<file path="config.mk">
export PLATFORM = sky130hd
export DESIGN_NAME = fifo_read_ctrl
export DESIGN_NICKNAME = d
export VERILOG_FILES = /design/src/rtl/fifo_read_ctrl.sv
export SDC_FILE = /design/constraint.sdc
export NUM_CORES = 1
export LEC_CHECK = 0
export BUFFER_PORTS_ARGS = -buffer_cell sky130_fd_sc_hd__buf_2
export CORE_UTILIZATION = 54
export CTS_CLUSTER_SIZE = 24
export DETAILED_ROUTE_END_ITERATION = 8
export PLACE_DENSITY = 0.84
export SLEW_MARGIN = 20
export SYNTH_ARGS = -nofsm -noshare
export SYNTH_HDL_FRONTEND = slang
export SYNTH_SLANG_ARGS = --single-unit
</file>
<file path="constraint.sdc">
create_clock -name clock -period 4.05 [get_ports clock]
set_input_delay 0.405 -clock clock [delete_from_list [all_inputs] [get_ports clock]]
set_output_delay 0.405 -clock clock [all_outputs]
set_load 0.05 [all_outputs]
</file>
<file path="src/rtl/fifo_read_ctrl.sv">
// Read-side controller for the synchronous FIFO: issues storage reads against the write pointer
// and presents returned words on a first-word-fall-through valid/ready stream.
module fifo_read_ctrl #(
  parameter int unsigned DATA_WIDTH = 8,
  parameter int unsigned ADDR_WIDTH = 4
) (
  input  logic                  clock,
  input  logic                  reset,
  input  logic [ADDR_WIDTH:0]   wr_ptr,
  output logic [ADDR_WIDTH:0]   rd_ptr,
  output logic                  mem_rd_en,
  output logic [ADDR_WIDTH-1:0] mem_rd_addr,
  input  logic [DATA_WIDTH-1:0] mem_rd_data,
  output logic [DATA_WIDTH-1:0] out_data,
  output logic                  out_valid,
  input  logic                  out_ready,
  output logic                  empty,
  output logic [ADDR_WIDTH+1:0] fill_level,
  output logic                  overflow_err
);

  localparam logic [ADDR_WIDTH:0] DepthLevel = {1'b1, {ADDR_WIDTH{1'b0}}};

  logic [ADDR_WIDTH:0]   rd_ptr_q, rd_ptr_d;
  logic [1:0]            buf_cnt_q, buf_cnt_d;
  logic                  inflight_q;
  logic [DATA_WIDTH-1:0] head_q, head_d;
  logic [DATA_WIDTH-1:0] tail_q, tail_d;
  logic                  overflow_q, overflow_d;

  logic [ADDR_WIDTH:0]   mem_level;
  logic                  avail;
  logic                  pop;
  logic [2:0]            credit;

  // Wrap bit makes pointer-equal-with-different-MSB read as a full level.
  assign mem_level = wr_ptr - rd_ptr_q;
  assign avail     = (mem_level != '0);
  assign out_valid = (buf_cnt_q != 2'd0);
  assign pop       = out_valid & out_ready;

  // Words held or returning after this cycle; a new read is allowed only if it still fits.
  assign credit    = {1'b0, buf_cnt_q} + {2'b00, inflight_q} - {2'b00, pop};
  assign mem_rd_en = ~reset & avail & (credit < 3'd2);

  assign mem_rd_addr  = rd_ptr_q[ADDR_WIDTH-1:0];
  assign rd_ptr       = rd_ptr_q;
  assign out_data     = head_q;
  assign overflow_err = overflow_q;
  assign empty        = ~avail & (buf_cnt_q == 2'd0) & ~inflight_q;
  assign fill_level   = {1'b0, mem_level}
                      + {{ADDR_WIDTH{1'b0}}, buf_cnt_q}
                      + {{(ADDR_WIDTH + 1){1'b0}}, inflight_q};

  always_comb begin
    rd_ptr_d   = rd_ptr_q + {{ADDR_WIDTH{1'b0}}, mem_rd_en};
    buf_cnt_d  = credit[1:0];
    overflow_d = overflow_q | (mem_level > DepthLevel);
    head_d     = head_q;
    tail_d     = tail_q;
    case ({pop, inflight_q})
      2'b10: begin
        head_d = tail_q;
      end
      2'b01: begin
        if (buf_cnt_q == 2'd0) begin
          head_d = mem_rd_data;
        end else begin
          tail_d = mem_rd_data;
        end
      end
      2'b11: begin
        // Capture and pop together: returning word lands behind whatever remains.
        if (buf_cnt_q == 2'd2) begin
          head_d = tail_q;
          tail_d = mem_rd_data;
        end else begin
          head_d = mem_rd_data;
        end
      end
      default: begin
      end
    endcase
  end

  always_ff @(posedge clock) begin
    if (reset) begin
      rd_ptr_q   <= '0;
      buf_cnt_q  <= 2'd0;
      inflight_q <= 1'b0;
      head_q     <= '0;
      tail_q     <= '0;
      overflow_q <= 1'b0;
    end else begin
      rd_ptr_q   <= rd_ptr_d;
      buf_cnt_q  <= buf_cnt_d;
      inflight_q <= mem_rd_en;
      head_q     <= head_d;
      tail_q     <= tail_d;
      overflow_q <= overflow_d;
    end
  end

endmodule

</file>
==> results of run 1 <==
worst max path at each step:
stage | end | depth (start not counted)
2_1_floorplan | rd_ptr[4] | 16
3_3_place_gp | rd_ptr[4] | 16
3_5_place_dp | rd_ptr[4] | 16
4_1_cts | mem_rd_en | 12
5_1_grt | mem_rd_en | 12
6_report | mem_rd_en | 12
registers in the layout, indices dropped and copies added, names as in the netlist:
register / flops
out_data: 8
tail_q: 8
rd_ptr: 5
buf_cnt_q: 2
inflight_q: 1
overflow_err: 1
layout by cell type (no fill, tap or decap), drive strengths merged, types with 5 or more instances in the layout:
cell	instances
mux2i	8
inv	10
a21oi	5
dfxtp	25
ha	9
a221oi	9
buf	42
xnor2	9
nor2	24
nor3	10
metal layers:
layer / GRT usage / share of wire / vias to the layer above
met5: 0 / 0 / -
met4: 0.0965 / 0.012 / 0
met3: 0.0174 / 0.027 / 4
met2: 0.420 / 0.51 / 23
met1: 0.291 / 0.45 / 570
li1: - / - / 588
final cells by class:
class | instances | area share
tap | 30 | 0.0230
clock buffer | 3 | 0.0138
clock inverter | 1 | 0.00459
timing repair buffer | 42 | 0.129
inverter | 10 | 0.0230
sequential | 25 | 0.306
multi-input combinational | 106 | 0.501
tightest hold or removal path: cells and delay by family:
| family | cells | cell delay [ps] |
|---|---|---|
| buf+inv | 1 | 90 |
| simple gates | 1 | 80 |
| mux | 1 | 60 |
per-stage QoR:
step | total power [mW] | hold WS (ps)
after global placement | 1.15 | 472
after global routing | 1.38 | 327
after detailed placement | 1.18 | 477
after floorplan | 1.02 | 460
after CTS | 1.29 | 327
final | 1.28 | 335
synthesized netlist by cell type:
cell type and count:
a31oi_1 2, nor3_1 9, a21oi_1 3, xor2_1 3, a21o_1 2, a221oi_1 9
nor2b_1 4, and3_4 1, nand3_1 3, nand2b_1 2, clkbuf_1 2, inv_1 10
a21oi_2 2, nor4b_2 1, xnor2_1 9, nor2_1 24, a21boi_0 1, nor3_4 1
fa_1 4, dfxtp_1 25, nand3b_1 3, nand2_1 1, mux2i_1 8, buf_4 4
o21ai_2 1, nand4b_1 1, o21a_2 1, or3_1 1, and3_1 1, ha_1 9
report_power, final:
| part | switching [mW] | internal, mW |
|---|---|---|
| sequential | 0.0474 | 0.304 |
| clock | 0.0743 | 0.0377 |
| combinational | 0.580 | 0.241 |
kinds of logic (layout without fill, tap and decap cells):
kind of cell             after synthesis  count (layout)  share of synthesized area
XOR/XNOR                              12              12                     0.0753
AO/OA/AOI/OAI                         21              21                      0.117
multiplexers                           8               8                     0.0574
AND/OR/NAND/NOR                       52              52                      0.199
buffers and inverters                 16              56                     0.0538
adder cells (fa/ha/maj)               13              13                      0.138
flip-flops                            25              25                      0.359
==> metrics.txt, run 1 <==
run status complete, no violations; Storage cell area 500 um2; Resized cells post-CTS 0; syn_area_per_cell around 9.5 um2; initial antenna violation count 0; Reg2Reg Launch Point buf_cnt_q[1]; FF-to-FF End rd_ptr[4]; worst clock skew approximately 8.3 ps; arrival time of data at the critical path endpoint 2960 ps; diode count 0; die boundary width between 50 and 60 um; synthesized netlist cell count 147; multi-input gate area in the final layout 820 um2; number of buffers and inverters on the critical path 4; Static Leakage 0.739 nW; final setup margin 683 ps; HPWL after detailed placement ~2300 um; total core area 0.00245 mm2; share of the clock period used by the worst path after layout 0.831; proportion of layout cells with a drive suffix above 1 0.283; first drt pass iteration count 4; design area between 0.0015 and 0.002 mm2; achievable frequency approximately 300 MHz; layout net count 217; buffer levels on the longest clock path 2; hold buffer count at cts 0; Worst R2R Setup Slack 910 ps; Fin Setup TNS 0 ps; Worst setup EP type output port; largest delay contributor family on the critical path adder cells; Max-Cap Viols 0; Worst Path Max Fanout 7; insertion delay to the later sink of the worst-skew pair 320 ps; final routed wire length divided by cell count 13.3 um; remaining global-route overflow 0; buffers added on ports 42; cell at the root of the clock tree clkbuf_4; wire length of the first global-routing pass 4860 um; Routability Congestion 0.809; Hold EP tail_q[5]; aggregate routed wire length 2900 um; largest voltage drop on the vdd net about 0.5 mV; RSZ-0062 raised after global routing false; number of global-route vias before repair 1160; slew margin rel. 0.656; critical path launch point buf_cnt_q[1]; area growth from synthesis to final layout 17.2%; share of the core filled with cells in the final layout 0.666; highest-delay cell along the critical path dfxtp_1; setup violation total in the final timing report 0; remaining antenna violation count 0; register area share after synthesis 0.359; maximum number of pins on one net before global-route repair 26; sort of element at the start of the critical path flop; Max Slew Vio Count 0; Post-CTS Setup Repair Bufs 0; placed cell count about 210; number of standard cells in the layout, taps in and fillers out 217; proportion of netlist area held by the largest area contributor 0.359; via density per instance 5.46; Die Height ~53 um; clock input transition at the sequential cells of the worst setup and hold paths 140 ps; effective utilization at floorplan 0.568; number of synthesis warnings 0; DR DRC count 0; list of cells traversed by the critical path nor2_1 > inv_1 > nand2_1 > ha_1 > inv_1 > ha_1 > inv_1 > fa_1 > xnor2_1 > nand3b_1 > a31oi_1 > buf_2; flip-flop and latch count after synthesis 25; syn_nets 176; post-synthesis instance area 0.00140 mm2; cell types occupying the most area after synthesis dfxtp_1 36%, ha_1 8.1%, nor2_1 6.5%; crit path kind flop to output port; most frequent cell on the critical path inv_1; Filler Cell Count 195; CTS HTree Levels 1; Critical Path RT 3640 ps; cell type contributing the most total cell area after synthesis dfxtp_1; detailed-route via count around 1200; hold-critical path depth 3; Placed Instance Area 0.00161 mm2; FP Rows 18; TritonCTS clock tree built; DIE AREA 0.00279 mm2; HP Class input pin to flop; hold path startpoint mem_rd_data[5]; total power density per cell area 785 mW/mm2; iteration-0 DRC count of the detailed router 18; minimum clock period after layout 3370 ps; number of distinct library cells after synthesis 30; final hold violation count 0; slew at the pin closest to its max-slew limit 514 ps; slowest stage delay, CP 420 ps; worst-case setup slack after placement 907 ps; worst reg-to-reg path cell count 16; number of sinks driven by the clock tree 25; Tot GR Track Use 0.236; CTS Buf Count 3; num ports 43
Power figures use the tool's default switching activity.
==> run 2: changes to the inputs <==
CORE_UTILIZATION = 50   (was 54)
PLACE_DENSITY = 0.78   (was 0.84)
clock period = 3.5 ns   (was 4.05 ns; I/O delays follow)
==> metrics.txt, run 2 (synthesis gave the netlist of run 1 again) <==
share of the core filled with cells in the final layout 0.643; placed cell count 213; sort of element at the start of the critical path flop; CTS Buf Count 3; hold path startpoint mem_rd_data[0]; Die Height 54.8 um; Hold EP tail_q[0]; HPWL after detailed placement 2220 um; detailed-route via count 1187; setup violation total in the final timing report 0; Worst setup EP type output port; design area 0.00165 mm2; remaining global-route overflow 0; area growth from synthesis to final layout 18.3%; highest-delay cell along the critical path dfxtp_1; HP Class input pin to flop; FP Rows 18; share of the clock period used by the worst path after layout 0.912; total power density per cell area 905 mW/mm2; largest delay contributor family on the critical path adder cells; Critical Path RT 3150 ps; worst reg-to-reg path cell count 16; Max-Cap Viols 0; Filler Cell Count 231; minimum clock period after layout roughly 3200 ps; number of sinks driven by the clock tree 25; final routed wire length divided by cell count roughly 13 um; iteration-0 DRC count of the detailed router 22; Fin Setup TNS 0 ps; die boundary width between 50 and 60 um; crit path kind flop to output port; slowest stage delay, CP 440 ps; Static Leakage about 0.74 nW; CTS HTree Levels 1; via density per instance between 5 and 6; effective utilization at floorplan 0.543; clock input transition at the sequential cells of the worst setup and hold paths 130 ps; TritonCTS clock tree built; initial antenna violation count 0; list of cells traversed by the critical path nor2_2 > inv_1 > nand2_1 > ha_1 > inv_1 > ha_1 > inv_1 > fa_1 > xnor2_1 > nand3b_1 > a31oi_4 > buf_2; Routability Congestion 0.822; Reg2Reg Launch Point buf_cnt_q[1]; first drt pass iteration count 4; proportion of layout cells with a drive suffix above 1 0.294; worst clock skew 4.45 ps; final hold violation count 0; FF-to-FF End rd_ptr[4]; run status complete, no violations; number of standard cells in the layout, taps in and fillers out about 220; commonest non-fill, non-tap cell in the layout buf_2; Max Slew Vio Count 0; cell at the root of the clock tree clkbuf_4; slew margin rel. 0.622; DIE AREA 0.00301 mm2; Worst Path Max Fanout 7; aggregate routed wire length 2920 um; Worst R2R Setup Slack 490 ps; achievable frequency around 310 MHz; number of buffers and inverters on the critical path 4; commonest cells after routing, fill and taps aside 42 x buf_2, 25 x dfxtp_1, 23 x nor2_1; slew at the pin closest to its max-slew limit 564 ps; num ports 43; arrival time of data at the critical path endpoint around 2800 ps; number of global-route vias before repair 1074; buffers added on ports 42; DR DRC count 0; remaining antenna violation count 0; largest voltage drop on the vdd net 0.633 mV; insertion delay to the later sink of the worst-skew pair 310 ps; RSZ-0062 raised after global routing false; buffer levels on the longest clock path 2; wire length of the first global-routing pass 4660 um; hold-critical path depth 3; Placed Instance Area roughly 0.0016 mm2; maximum number of pins on one net before global-route repair 26; diode count 0; most frequent cell on the critical path inv_1; layout net count 217; total core area 0.00257 mm2; Tot GR Track Use 0.219
[run 2: how the worst max path moves through the flow]
| stage | from | end | slack [ps] | cells past startpoint |
|---|---|---|---|---|
| 2_1_floorplan | buf_cnt_q[1] | rd_ptr[4] | 30 | 16 |
| 3_3_place_gp | buf_cnt_q[1] | rd_ptr[4] | 550 | 16 |
| 3_5_place_dp | buf_cnt_q[1] | rd_ptr[4] | 380 | 16 |
| 4_1_cts | buf_cnt_q[1] | mem_rd_en | 180 | 12 |
| 5_1_grt | buf_cnt_q[1] | mem_rd_en | 20 | 12 |
| 6_report | buf_cnt_q[1] | mem_rd_en | 310 | 12 |
[run 2: area by class of cell]
type	count	area [um2]	share of cell area
Clock buffer	3	22.5	0.0136
Clock inverter	1	5.00	0.00303
Inverter	10	37.5	0.0227
Multi-Input combinational cell	106	837	0.507
Sequential cell	25	500	0.303
Tap cell	30	37.5	0.0227
Timing Repair Buffer	42	210	0.127
[run 2: power by group]
group	total (mW)	leakage [nW]	switching [mW]	internal [mW]
logic	0.957	0.522	0.674	0.283
clock network	0.128	0.0177	0.0848	0.0427
registers	0.409	0.205	0.0573	0.352
[run 2: timing repair]
item | CTS | global route
hold buffers | 0 | 0
buffers inserted | 0 | 0
endpoints found under the setup margin | 0 | 1
gates resized for setup | 0 | 1
[run 2: tightest hold or removal path, stage by stage]
cell	delay, ps
buf_2	80
mux2i_1	60
nor2_1	80
[run 2: per-layer routing]
layer / track usage / share of wire
met5: 0 / 0
met4: 0.0556 / 0.0034
met3: 0.0417 / 0.025
met1: 0.292 / 0.49
met2: 0.359 / 0.48
[run 2: metrics by stage]
stage / hold slack, ps / total power [mW] / setup slack [ps]
3_3_place_gp: 472 / 1.35 / 547
6_report: 285 / 1.49 / 308
5_1_grt: 263 / 1.61 / 18.0
2_1_floorplan: 422 / 1.20 / 26.2
3_5_place_dp: 478 / 1.37 / 381
4_1_cts: 279 / 1.50 / 179
==> run 3: changes to the inputs <==
PLACE_DENSITY = not set   (was 0.78)
PLACE_DENSITY_LB_ADDON = 0.08   (was not set)
==> metrics.txt, run 3 (synthesis gave the netlist of run 1 again) <==
HP Class input pin to flop; via density per instance 5.55; Routability Congestion 0.796; detailed-route via count between 1000 and 1500; final routed wire length divided by cell count 13.8 um; Die Height 54.8 um; number of buffers and inverters on the critical path 4; largest delay contributor family on the critical path adder cells; effective utilization at floorplan 0.543; crit path kind flop to output port; num ports 43; wire length of the first global-routing pass 4750 um; number of sinks driven by the clock tree 25; M3 GR Usage 0.0583; highest-utilization routing layer at the global route stage met2; DIE AREA 0.00301 mm2; portion of total power attributed to the clock network 0.085; DR DRC count 0; first drt pass iteration count 4; Max Slew Vio Count 0; area growth from synthesis to final layout 18.2%; total power density per cell area 906 mW/mm2; aggregate routed wire length 2990 um; cell at the root of the clock tree clkbuf_4; Static Leakage between 0.7 and 0.8 nW; CTS HTree Levels 1; remaining antenna violation count 0; met2 track utilization from global routing 0.347; Max-Cap Viols 0; setup violation total in the final timing report 0; remaining global-route overflow 0; largest voltage drop on the vdd net approximately 0.78 mV; CTS Buf Count 3; achievable frequency 307 MHz; sort of element at the start of the critical path flop; FP Rows 18; buffers added on ports 42; slew at the pin closest to its max-slew limit 559 ps; total core area around 0.0026 mm2; layout net count approximately 220; Tot GR Track Use 0.228; Net Sw Frac 0.546; buffer levels on the longest clock path 2; clock input transition at the sequential cells of the worst setup and hold paths 130 ps; commonest cells after routing, fill and taps aside 42 x buf_2, 25 x dfxtp_1, 23 x nor2_1; arrival time of data at the critical path endpoint ~2900 ps; commonest non-fill, non-tap cell in the layout buf_2; worst-case setup slack after placement 363 ps; iteration-0 DRC count of the detailed router 28; HPWL after detailed placement 2300 um; Filler Cell Count 241; minimum clock period after layout 3260 ps; maximum number of pins on one net before global-route repair 26; Critical Path RT around 3200 ps; insertion delay to the later sink of the worst-skew pair 320 ps; TritonCTS clock tree built; slowest stage delay, CP 440 ps; Internal Power 0.679 mW; run status complete, no violations; Fin Setup TNS 0 ps; hold buffer count at cts 0; highest-delay cell along the critical path dfxtp_1; Worst Path Max Fanout 7; initial antenna violation count 0; sequential group share of total power 0.274; diode count 0; list of cells traversed by the critical path nor2_2 > inv_1 > nand2_1 > ha_1 > inv_1 > ha_1 > inv_1 > fa_1 > xnor2_1 > nand3b_1 > a31oi_4 > buf_2; final setup margin 245 ps; final hold violation count 0; worst clock skew 2.29 ps; Worst setup EP type output port; proportion of layout cells with a drive suffix above 1 0.289; number of global-route vias before repair 1033; most frequent cell on the critical path inv_1; net load switching power 0.816 mW; slew margin rel. 0.626; met1 track demand over resource in global routing 0.317; Comb pwr share 0.641; share of the clock period used by the worst path after layout 0.930; die boundary width 54.8 um; RSZ-0062 raised after global routing false
run 3: layout make-up:
class,instances,area [um2],share of cell area
well taps,30,37.5,0.0228
inverters,10,37.5,0.0228
repair buffers,42,210,0.127
flip-flops and latches,25,500,0.303
clock buffers,4,26.3,0.0159
multi-input cells,106,837,0.508
run 3: what timing repair did:
action                                  CTS  global route
gates resized for setup                   0             1
endpoints found under the setup margin    0             1
setup buffers                             0             0
run 3: per-layer routing:
metal | part of all wire | vias up
met5 | 0 | -
met3 | 0.055 | 4
met2 | 0.49 | 40
met4 | 0.0064 | 0
met1 | 0.45 | 573
li1 | - | 587
run 3: worst min-delay path, stage by stage:
cell and delay [ps]:
buf_2 90, mux2i_1 60, nor2_1 70
run 3: power groups by stage:
| stage | clock network, mW | logic, mW | registers, mW |
|---|---|---|---|
| after floorplan | 0 | 0.667 | 0.529 |
| after global placement | 0 | 0.936 | 0.410 |
| after detailed placement | 0 | 0.954 | 0.416 |
| after CTS | 0.129 | 0.957 | 0.409 |
| after global routing | 0.143 | 1.05 | 0.419 |
| final | 0.127 | 0.957 | 0.410 |
run 3: metrics by stage:
step / hold slack [ps] / power, mW / instance area (um2) / utilization / cells
floorplan: 422 / 1.20 / 1410 / - / 147
global route: 282 / 1.61 / 1650 / 0.642 / 217
detailed placement: 484 / 1.37 / 1620 / 0.631 / 213
global placement: 473 / 1.35 / 1620 / 0.631 / 213
finish: 277 / 1.49 / 1650 / 0.642 / 217
CTS: 281 / 1.49 / 1650 / 0.641 / 217
run 3: worst paths after layout:
check,startpoint,to,slack (ps),depth (start not counted)
hold reg to reg,out_data[6],out_data[6],510,2
hold / removal,mem_rd_data[5],tail_q[5],280,3
setup / recovery,buf_cnt_q[1],mem_rd_en,240,12
setup reg to reg,buf_cnt_q[1],rd_ptr[4],430,16
